### src/rtl/ili9341_spi_tx_pkg.sv
// Shared types and constants for the ILI9341 SPI byte transmitter.
// Pin levels, the FSM state encoding and the default transfer geometry live here.
package ili9341_spi_tx_pkg;

  localparam logic       LOW     = 1'b0;
  localparam logic       HIGH    = 1'b1;
  localparam logic [7:0] NO_DATA = 8'h00;

  localparam int SPI_DW      = 8;
  localparam int SPI_CLK_DIV = 4;

  typedef enum logic [2:0] {
    IDLE,
    SETUP,
    SHIFT_HI,
    SHIFT_LO,
    DONE,
    REARM
  } spi_tx_state_t;

  // The SCK phase divider only runs while a byte is actually on the wire.
  function automatic logic phase_active(input spi_tx_state_t s);
    return s inside {SETUP, SHIFT_HI, SHIFT_LO};
  endfunction

endpackage

### src/rtl/ili9341_spi_tx_if.sv
// Request/acknowledge handshake between the command sequencer (master)
// and the SPI byte transmitter (slave).
interface ili9341_spi_tx_if #(
  parameter int DW = 8
) ();

  logic          i_send;
  logic [DW-1:0] i_data;
  logic          i_dc;
  logic          i_cs;
  logic          o_command_sent;
  logic          o_busy;

  modport master (
    output i_send, i_data, i_dc, i_cs,
    input  o_command_sent, o_busy
  );

  modport slave (
    input  i_send, i_data, i_dc, i_cs,
    output o_command_sent, o_busy
  );

endinterface

### src/rtl/ili9341_spi_tx_clk_phase.sv
// SCK phase timer: counts CLK_DIV system clocks per phase and strobes
// phase_end during the last clock of each phase.
module spi_clk_phase #(
  parameter int CLK_DIV = 4
) (
  input  logic clk,
  input  logic rst,
  input  logic en,
  input  logic load,
  output logic phase_end
);

  localparam int            CW     = $clog2(CLK_DIV + 1);
  localparam logic [CW-1:0] RELOAD = CW'(CLK_DIV - 1);

  logic [CW-1:0] cnt;

  assign phase_end = en && (cnt == '0);

  // Reloading on every phase end keeps the counter from ever wrapping.
  always_ff @(posedge clk or posedge rst) begin
    if (rst) begin
      cnt <= '0;
    end else if (load || phase_end) begin
      cnt <= RELOAD;
    end else if (en) begin
      cnt <= cnt - CW'(1);
    end
  end

endmodule

### src/rtl/ili9341_spi_tx.sv
// SPI mode-0 byte transmitter for the ILI9341 panel: latches one byte per
// request, shifts it MSB-first, drives D/C and CS, then pulses command_sent.
module ili9341_spi_tx
  import ili9341_spi_tx_pkg::*;
#(
  parameter int DW      = SPI_DW,
  parameter int CLK_DIV = SPI_CLK_DIV
) (
  input  logic                 clk,
  input  logic                 rst,
  ili9341_spi_tx_if.slave      bus,
  output logic                 o_sck,
  output logic                 o_mosi,
  output logic                 o_dc,
  output logic                 o_cs
);

  localparam int BW = (DW > 1) ? $clog2(DW) : 1;

  spi_tx_state_t  state;
  logic [DW-1:0]  shreg;
  logic [BW-1:0]  bit_cnt;
  logic           cs_q;
  logic           phase_end;
  logic           phase_en;
  logic           accept;

  assign phase_en = phase_active(state);
  assign accept   = (state == IDLE) && bus.i_send;

  spi_clk_phase #(
    .CLK_DIV (CLK_DIV)
  ) u_phase (
    .clk       (clk),
    .rst       (rst),
    .en        (phase_en),
    .load      (accept),
    .phase_end (phase_end)
  );

  // NOTE: every register here is assigned with <= so all pins update together
  // from values sampled before the edge; blocking '=' would let later lines
  // see half-updated state and simulate differently from the synthesized flops.
  always_ff @(posedge clk or posedge rst) begin
    if (rst) begin
      state              <= IDLE;
      shreg              <= DW'(NO_DATA);
      bit_cnt            <= '0;
      cs_q               <= HIGH;
      o_sck              <= LOW;
      o_mosi             <= LOW;
      o_dc               <= HIGH;
      o_cs               <= HIGH;
      bus.o_command_sent <= LOW;
      bus.o_busy         <= LOW;
    end else begin
      bus.o_command_sent <= LOW;
      case (state)
        IDLE: begin
          if (bus.i_send) begin
            shreg      <= bus.i_data;
            cs_q       <= bus.i_cs;
            bit_cnt    <= BW'(DW - 1);
            o_cs       <= LOW;
            o_dc       <= bus.i_dc;
            o_mosi     <= bus.i_data[DW-1];
            o_sck      <= LOW;
            bus.o_busy <= HIGH;
            state      <= SETUP;
          end
        end

        SETUP: begin
          if (phase_end) begin
            o_sck <= HIGH;
            state <= SHIFT_HI;
          end
        end

        // Falling SCK edge: present the next bit a full phase before the rise.
        SHIFT_HI: begin
          if (phase_end) begin
            o_sck  <= LOW;
            shreg  <= {shreg[DW-2:0], 1'b0};
            o_mosi <= shreg[DW-2];
            state  <= SHIFT_LO;
          end
        end

        // The last low phase doubles as CS hold time before release.
        SHIFT_LO: begin
          if (phase_end) begin
            if (bit_cnt != '0) begin
              bit_cnt <= bit_cnt - BW'(1);
              o_sck   <= HIGH;
              state   <= SHIFT_HI;
            end else begin
              bus.o_command_sent <= HIGH;
              o_cs               <= cs_q;
              o_mosi             <= LOW;
              state              <= DONE;
            end
          end
        end

        DONE: begin
          state <= REARM;
        end

        // A request still held from the previous byte must not retrigger it.
        REARM: begin
          if (!bus.i_send) begin
            bus.o_busy <= LOW;
            state      <= IDLE;
          end
        end

        default: begin
          state <= IDLE;
        end
      endcase
    end
  end

endmodule

### src/flat_wrapper.sv
// flat-port wrapper written by rule: the top's interface ports become plain ports
module ili9341_spi_tx_flat import ili9341_spi_tx_pkg::*;
#(
  parameter int DW      = SPI_DW,
  parameter int CLK_DIV = SPI_CLK_DIV
)
  (clk, rst, o_sck, o_mosi, o_dc, o_cs, bus_i_send, bus_i_data, bus_i_dc, bus_i_cs, bus_o_command_sent, bus_o_busy);
  ili9341_spi_tx_if #(.DW(DW)) bus_i ();
  input  logic clk;
  input  logic rst;
  output logic o_sck;
  output logic o_mosi;
  output logic o_dc;
  output logic o_cs;
  input wire logic [$bits(bus_i.i_send)-1:0] bus_i_send;
  input wire logic [$bits(bus_i.i_data)-1:0] bus_i_data;
  input wire logic [$bits(bus_i.i_dc)-1:0] bus_i_dc;
  input wire logic [$bits(bus_i.i_cs)-1:0] bus_i_cs;
  output wire logic [$bits(bus_i.o_command_sent)-1:0] bus_o_command_sent;
  output wire logic [$bits(bus_i.o_busy)-1:0] bus_o_busy;
  assign bus_i.i_send = bus_i_send;
  assign bus_i.i_data = bus_i_data;
  assign bus_i.i_dc = bus_i_dc;
  assign bus_i.i_cs = bus_i_cs;
  assign bus_o_command_sent = bus_i.o_command_sent;
  assign bus_o_busy = bus_i.o_busy;
  ili9341_spi_tx #(.DW(DW), .CLK_DIV(CLK_DIV)) u_core (.clk(clk), .rst(rst), .bus(bus_i), .o_sck(o_sck), .o_mosi(o_mosi), .o_dc(o_dc), .o_cs(o_cs));
endmodule
### config.mk
export PLATFORM = sky130hd
export DESIGN_NAME = ili9341_spi_tx_flat
export DESIGN_NICKNAME = d
export VERILOG_FILES = /design/src/rtl/ili9341_spi_tx_pkg.sv /design/src/rtl/ili9341_spi_tx_if.sv /design/src/rtl/ili9341_spi_tx_clk_phase.sv /design/src/rtl/ili9341_spi_tx.sv /design/src/flat_wrapper.sv
export SDC_FILE = /design/constraint.sdc
export NUM_CORES = 1
export LEC_CHECK = 0
export BUFFER_PORTS_ARGS = -buffer_cell sky130_fd_sc_hd__clkbuf_2
export CAP_MARGIN = 20
export CORE_ASPECT_RATIO = 1.1
export CORE_MARGIN = 5
export CORE_UTILIZATION = 45
export CTS_CLUSTER_DIAMETER = 150
export CTS_CLUSTER_SIZE = 12
export DETAILED_ROUTE_END_ITERATION = 8
export PLACE_DENSITY = 0.63
export SYNTH_ARGS = -nofsm -noshare
export SYNTH_HDL_FRONTEND = slang
export SYNTH_SLANG_ARGS = --single-unit
### constraint.sdc
create_clock -name clk -period 4.8 [get_ports clk]
set_clock_uncertainty 0.2 [all_clocks]
set_input_delay 0.96 -clock clk [delete_from_list [all_inputs] [get_ports clk]]
set_output_delay 0.96 -clock clk [all_outputs]
set_load 0.05 [all_outputs]
==> results by group, run 1 <==
Yosys
  • Net count after synthesis: 134
  • Ys Warns: 0
  • Most common cell in the netlist: dfrtp_1
  • Top area cells in the synthesized netlist: dfrtp_1, dfstp_2, mux2_1
  • Synth async-reset ratio: 1.000
  • Register area share after synthesis: 0.4384
  • Top FF cell, synth: dfrtp_1
  • Avg Cell Area, Syn: 11.29 µm²
  • #FFs+latches synth: 23
  • Mapped Area: 0.001321 mm²
  • Synth cell count leaders: dfrtp_1, inv_1, nand2_1
  • Post-synth EDFFs: 0
  • Top-area cell type share of the netlist area: 0.3788
  • Library cells used by synthesis: 44
  • Area leader, netlist: dfrtp_1
  • Gate count of the mapped netlist: 117

GRT
  • Total track usage: 0.1265
  • Largest net degree at the start of global routing: 24
  • Antenna violations before repair: 0
  • Grt total ovfl: 0
  • First-pass GRT wire length: 3919 µm
  • Vias in the first global route: 867

Critical path
  • Critical Path Start Type: flop
  • Reg2reg setup slack: 2510 ps
  • Worst setup endpoint: u_core.shreg[5]
  • RR Endpoint: u_core.shreg[5]
  • Arrival time at the worst endpoint: 2290 ps
  • CP Capture Type: flop
  • Reg2Reg Depth: 6
  • Worst reg2reg startpoint: u_core.u_phase.cnt[0]
  • Crit Path Class: flop to flop
  • Max FO, Critical Path: 12
  • Data required time of the critical path: 4800 ps
  • Critical Path Source: u_core.u_phase.cnt[0]

Die
  • Starting Density: 0.4714
  • Die footprint: 0.004121 mm²
  • Die height: 66.83 µm
  • I/O pins: 19
  • Core area: 0.002803 mm²
  • Die width: 61.67 µm
  • # rows: 20

Detailed routing
  • Vias: 915
  • DRT antenna net count: 0
  • # DRC: 0
  • WL per Instance: 14.46 µm
  • Final WL: 2371 µm
  • Initial DRC Count: 26
  • Avg Vias per Cell: 5.579
  • Initial DRT Pass Iterations: 4

Timing
  • Worst rel slew slack: 0.4280
  • RSZ-0062 raised after global routing: no
  • Final TNS setup: 0 ps
  • Min Clock Period, post-route: 2293 ps
  • Worst-Margin Slew: 857.1 ps
  • Fin crit share: 0.4777
  • Fmax: 0.4361 GHz
  • Finish-stage setup viols: 0
  • Slew Limit Fails: 0
  • Final Hold Viols: 0

Final layout
  • Fin cells: 164
  • Layout cell share with drive strength beyond 1: 0.2901
  • Storage cell area: 579.3 µm²
  • Fill count: 272
  • Area of the multi-input gates: 624.3 µm²
  • N_diodes: 0
  • Nets: 149
  • Area growth, synth to finish: 5.966%

Clock tree
  • CTS Hold Bufs: 0
  • Post-CTS Repair Setup Buffers: 0
  • TritonCTS Buffers: 3
  • CTS max path bufs: 2
  • H-tree levels: 1
  • Post-CTS sizing: 0
  • # clock sinks: 23
  • Clock root cell: clkbuf_4
  • Clk pin slew, worst setup/hold paths: 130 ps
  • Skew-Pair Late Insertion Delay: 310 ps
  • CTS tree: yes

Placement
  • Global placement routability congestion: 0.7698
  • Detail Placement HPWL: 1699 µm
  • Port bufs: 18
  • Dpl cells: 160

Outcome
  • Status: finished, final reports clean

Power
  • Leakage: 0.6228 nW
  • Peak supply drop: 285.2 µV
  • P per Cell Area: 562.3 mW/mm²

Hold path
  • Hold Path Class: flop to flop

Flow run
  • Max cap viols: 0
-- state kept, by name (all words and copies together), names as in the netlist --
register,flops
u_core.shreg,7
u_core.o_cs,1
u_core.o_sck,1
u_core.o_dc,1
u_core.cs_q,1
u_core.u_phase.cnt,3
u_core.bus.o_command_sent,1
u_core.state,3
u_core.o_mosi,1
u_core.bus.o_busy,1
u_core.bit_cnt,3
-- where the power goes --
part	total, mW	internal [mW]	switching (mW)
clock	0.0884	0.0311	0.0573
sequential	0.353	0.279	0.0739
combinational	0.346	0.155	0.191
-- critical path: stages, from the launching register on --
cell and delay, ps:
dfrtp_1 380, inv_1 90, ha_1 160, ha_1 400, mux2i_1 240, nor3_4 330, mux2_2 380
-- kinds of logic (layout without fill, tap and decap cells) --
group | after synthesis | count (layout) | synth area share
simple gates | 32 | 32 | 0.1799
compound gates | 25 | 25 | 0.1297
flops | 23 | 23 | 0.4385
buf+inv | 18 | 32 | 0.08901
mux | 15 | 15 | 0.1250
fa+ha+maj | 4 | 4 | 0.03788
-- cell type report --
cell class / count / share of cell area
tap: 33 / 0.02949
clock buffer: 3 / 0.01609
inverter: 10 / 0.02681
sequential: 23 / 0.4138
clock inverter: 1 / 0.003575
multi-input combinational: 76 / 0.4459
timing repair buffer: 18 / 0.06434
-- placed cells by master, fill, tap and decap left out, types with 2 or more instances in the layout --
cell and instances:
dfrtp_1 20, clkbuf_2 18, inv_1 10, nand2_1 8, o21ai_0 6, mux2_1 6
mux2_2 6, nand2b_1 4, a21oi_1 4, ha_1 4, o22ai_1 3, mux2i_1 3
clkbuf_4 3, dfstp_2 3, nor2b_1 2, nor3b_1 2, nor2_1 2, o21bai_1 2
nor3_1 2
-- metrics by stage --
| step | hold WS (ps) | power, mW | instance area (µm²) | worst slack [ps] | util |
|---|---|---|---|---|---|
| finish | 269.2 | 0.7873 | 1400 | 2507 | 0.4996 |
| global route | 296.1 | 0.8540 | 1400 | 2363 | 0.4996 |
| CTS | 273.0 | 0.7963 | 1400 | 2500 | 0.4996 |
| detailed placement | 252.3 | 0.7085 | 1373 | 2482 | 0.4897 |
| global placement | 249.6 | 0.6839 | 1373 | 2550 | 0.4897 |
| floorplan | 239.3 | 0.6596 | 1321 | 2792 | - |
-- metal layers --
layer / GRT usage / vias to the layer above / wire (µm)
met5: 0 / - / 0
met4: 0.03979 / 0 / 15
met3: 0.02326 / 2 / 113
met2: 0.2042 / 20 / 1172
met1: 0.1683 / 446 / 1069
li1: - / 447 / -
-- worst min path at each step --
stage	startpoint	to	depth (start not counted)
CTS	u_core.o_dc	u_core.o_dc	2
detailed placement	u_core.o_dc	u_core.o_dc	2
global placement	u_core.cs_q	u_core.cs_q	2
global route	u_core.o_dc	u_core.o_dc	2
finish	u_core.o_dc	u_core.o_dc	2
floorplan	u_core.cs_q	u_core.cs_q	2
(Power assumes the default switching activity.)
==> run 2, diff against run 1 <==
Settings changed: PLACE_DENSITY 0.63 to 0.66.
Clock period 4.8 ns to 2.1 ns, I/O delays scaled along.
==> results by group, run 2 (same netlist as run 1, synthesis figures left out) <==
Outcome
  • Status: finished, final reports clean

Timing
  • Slew Limit Fails: 0
  • Final TNS setup: 0 ps
  • Worst rel slew slack: 0.7140
  • RSZ-0062 raised after global routing: no
  • Finish-stage setup viols: 0
  • Min Clock Period, post-route: 1967 ps
  • Fin crit share: 0.9365
  • Worst-Margin Slew: 429.0 ps
  • Final Hold Viols: 0
  • Final worst setup slack: 133.4 ps
  • Fmax: 0.5085 GHz

Detailed routing
  • Avg Vias per Cell: 5.337
  • Vias: 934
  • DRT antenna net count: 0
  • Final WL: 2488 µm
  • Initial DRT Pass Iterations: 3
  • WL per Instance: 14.22 µm
  • Initial DRC Count: 29
  • # DRC: 0

Final layout
  • Max reg flops: 7
  • Final Cell Area: 0.001496 mm²
  • Nets: 160
  • Area growth, synth to finish: 13.26%
  • N_diodes: 0
  • Most common library cell in the layout ignoring fill and taps: dfrtp_1
  • Layout cell share with drive strength beyond 1: 0.3380
  • Most frequent cells in the layout: dfrtp_1, clkbuf_2, inv_1, buf_4, nand2_1
  • Biggest register: u_core.shreg
  • Fin cells: 175

Power
  • Peak supply drop: 644.4 µV
  • Leakage: 0.6734 nW
  • Overall Power: 1.908 mW
  • P per Cell Area: 1275 mW/mm²

Critical path
  • Data required time of the critical path: 2110 ps
  • Arrival time at the worst endpoint: 1970 ps
  • CP max stage cell: dfrtp_1
  • CP Capture Type: flop
  • Reg2reg setup slack: 130 ps
  • Critical Path Start Type: flop
  • Crit Path Class: flop to flop
  • CP bufs+invs: 2
  • Max FO, Critical Path: 7
  • Worst-path cell chain: inv_1 -> ha_1 -> ha_4 -> mux2i_1 -> nor3_4 -> buf_4 -> mux2_2
  • CP delay by family, top: multiplexers
  • Crit-path max cell delay: 380 ps

Clock tree
  • CTS max path bufs: 2
  • TritonCTS Buffers: 3
  • # clock sinks: 23
  • CTS tree: yes
  • Clk pin slew, worst setup/hold paths: 120 ps
  • Clock root cell: clkbuf_4
  • H-tree levels: 1
  • Skew-Pair Late Insertion Delay: 310 ps

Hold path
  • Hold Path Class: input port to flop

Die
  • Core area: 0.002803 mm²
  • # rows: 20
  • Starting Density: 0.4714
  • I/O pins: 19
  • Die footprint: 0.004121 mm²
  • Die width: 61.67 µm
  • Die height: 66.83 µm

GRT
  • Largest net degree at the start of global routing: 24
  • Grt total ovfl: 0
  • Total track usage: 0.1404
  • Vias in the first global route: 950
  • First-pass GRT wire length: 4291 µm
  • Antenna violations before repair: 0

Placement
  • Port bufs: 18
  • Placed Area: 0.001440 mm²
  • Dpl cells: 169
  • Place WS: 77.54 ps
  • Detail Placement HPWL: 1829 µm
  • Global placement routability congestion: 0.8151

Flow run
  • Max cap viols: 0
-- run 2: cell count changes in the layout (fill, tap and decap cells not counted), sizes merged --
| cell | before | now |
|---|---|---|
| buf | 0 | 10 |
| clkbuf | 21 | 22 |
| clkinv | 1 | 0 |
| dlygate4sd3 | 0 | 1 |
-- run 2: stage by stage --
stage,util,hold WS (ps)
after floorplan,-,219.7
after global placement,0.5138,249.1
after detailed placement,0.5138,250.2
after CTS,0.5268,40.45
after global routing,0.5339,48.82
final,0.5339,59.14
-- run 2: path summary, 6_finish.rpt --
| check | from | endpoint | cells after the start |
|---|---|---|---|
| max | u_core.u_phase.cnt[0] | u_core.shreg[3] | 7 |
| min | bus_i_dc | u_core.o_dc | 3 |
| max reg2reg | u_core.u_phase.cnt[0] | u_core.shreg[3] | 7 |
| min reg2reg | u_core.o_dc | u_core.o_dc | 2 |
| max in group asynchronous | rst | u_core.o_cs | 4 |
| min in group asynchronous | rst | u_core.bit_cnt[1] | 4 |
-- run 2: routing by layer --
layer  global-route usage  wire, µm  up-vias
met5                    0         0        -
met4              0.06366        21        0
met3              0.01744        55        2
met2               0.2330      1254       11
met1               0.1773      1157      451
li1                     -         -      470
-- run 2: final cells by class --
cell class | instances | area, µm²
clock buffer | 4 | 26.28
fill | 258 | 1306
inverter | 10 | 37.54
multi-input combinational | 76 | 636.9
sequential | 23 | 579.3
tap | 33 | 41.29
timing repair buffer | 29 | 175.2
-- run 2: power breakdown --
part | leakage (nW) | switching, mW | internal (mW)
combinational | 0.393 | 0.504 | 0.432
clock | 0.0150 | 0.132 | 0.0742
sequential | 0.266 | 0.127 | 0.639
-- run 2: repair_timing --
action	in CTS	in global routing
endpoints found under the hold margin	20	0
gates resized for setup	0	2
hold buffers	1	0
setup endpoints to repair	0	8
setup buffers	0	1
-- run 2: worst reg2reg max path: stages, from the launching register on --
cell	delay, ps
dfrtp_1	380
inv_1	90
ha_1	190
ha_4	170
mux2i_1	130
nor3_4	190
buf_4	180
mux2_2	340
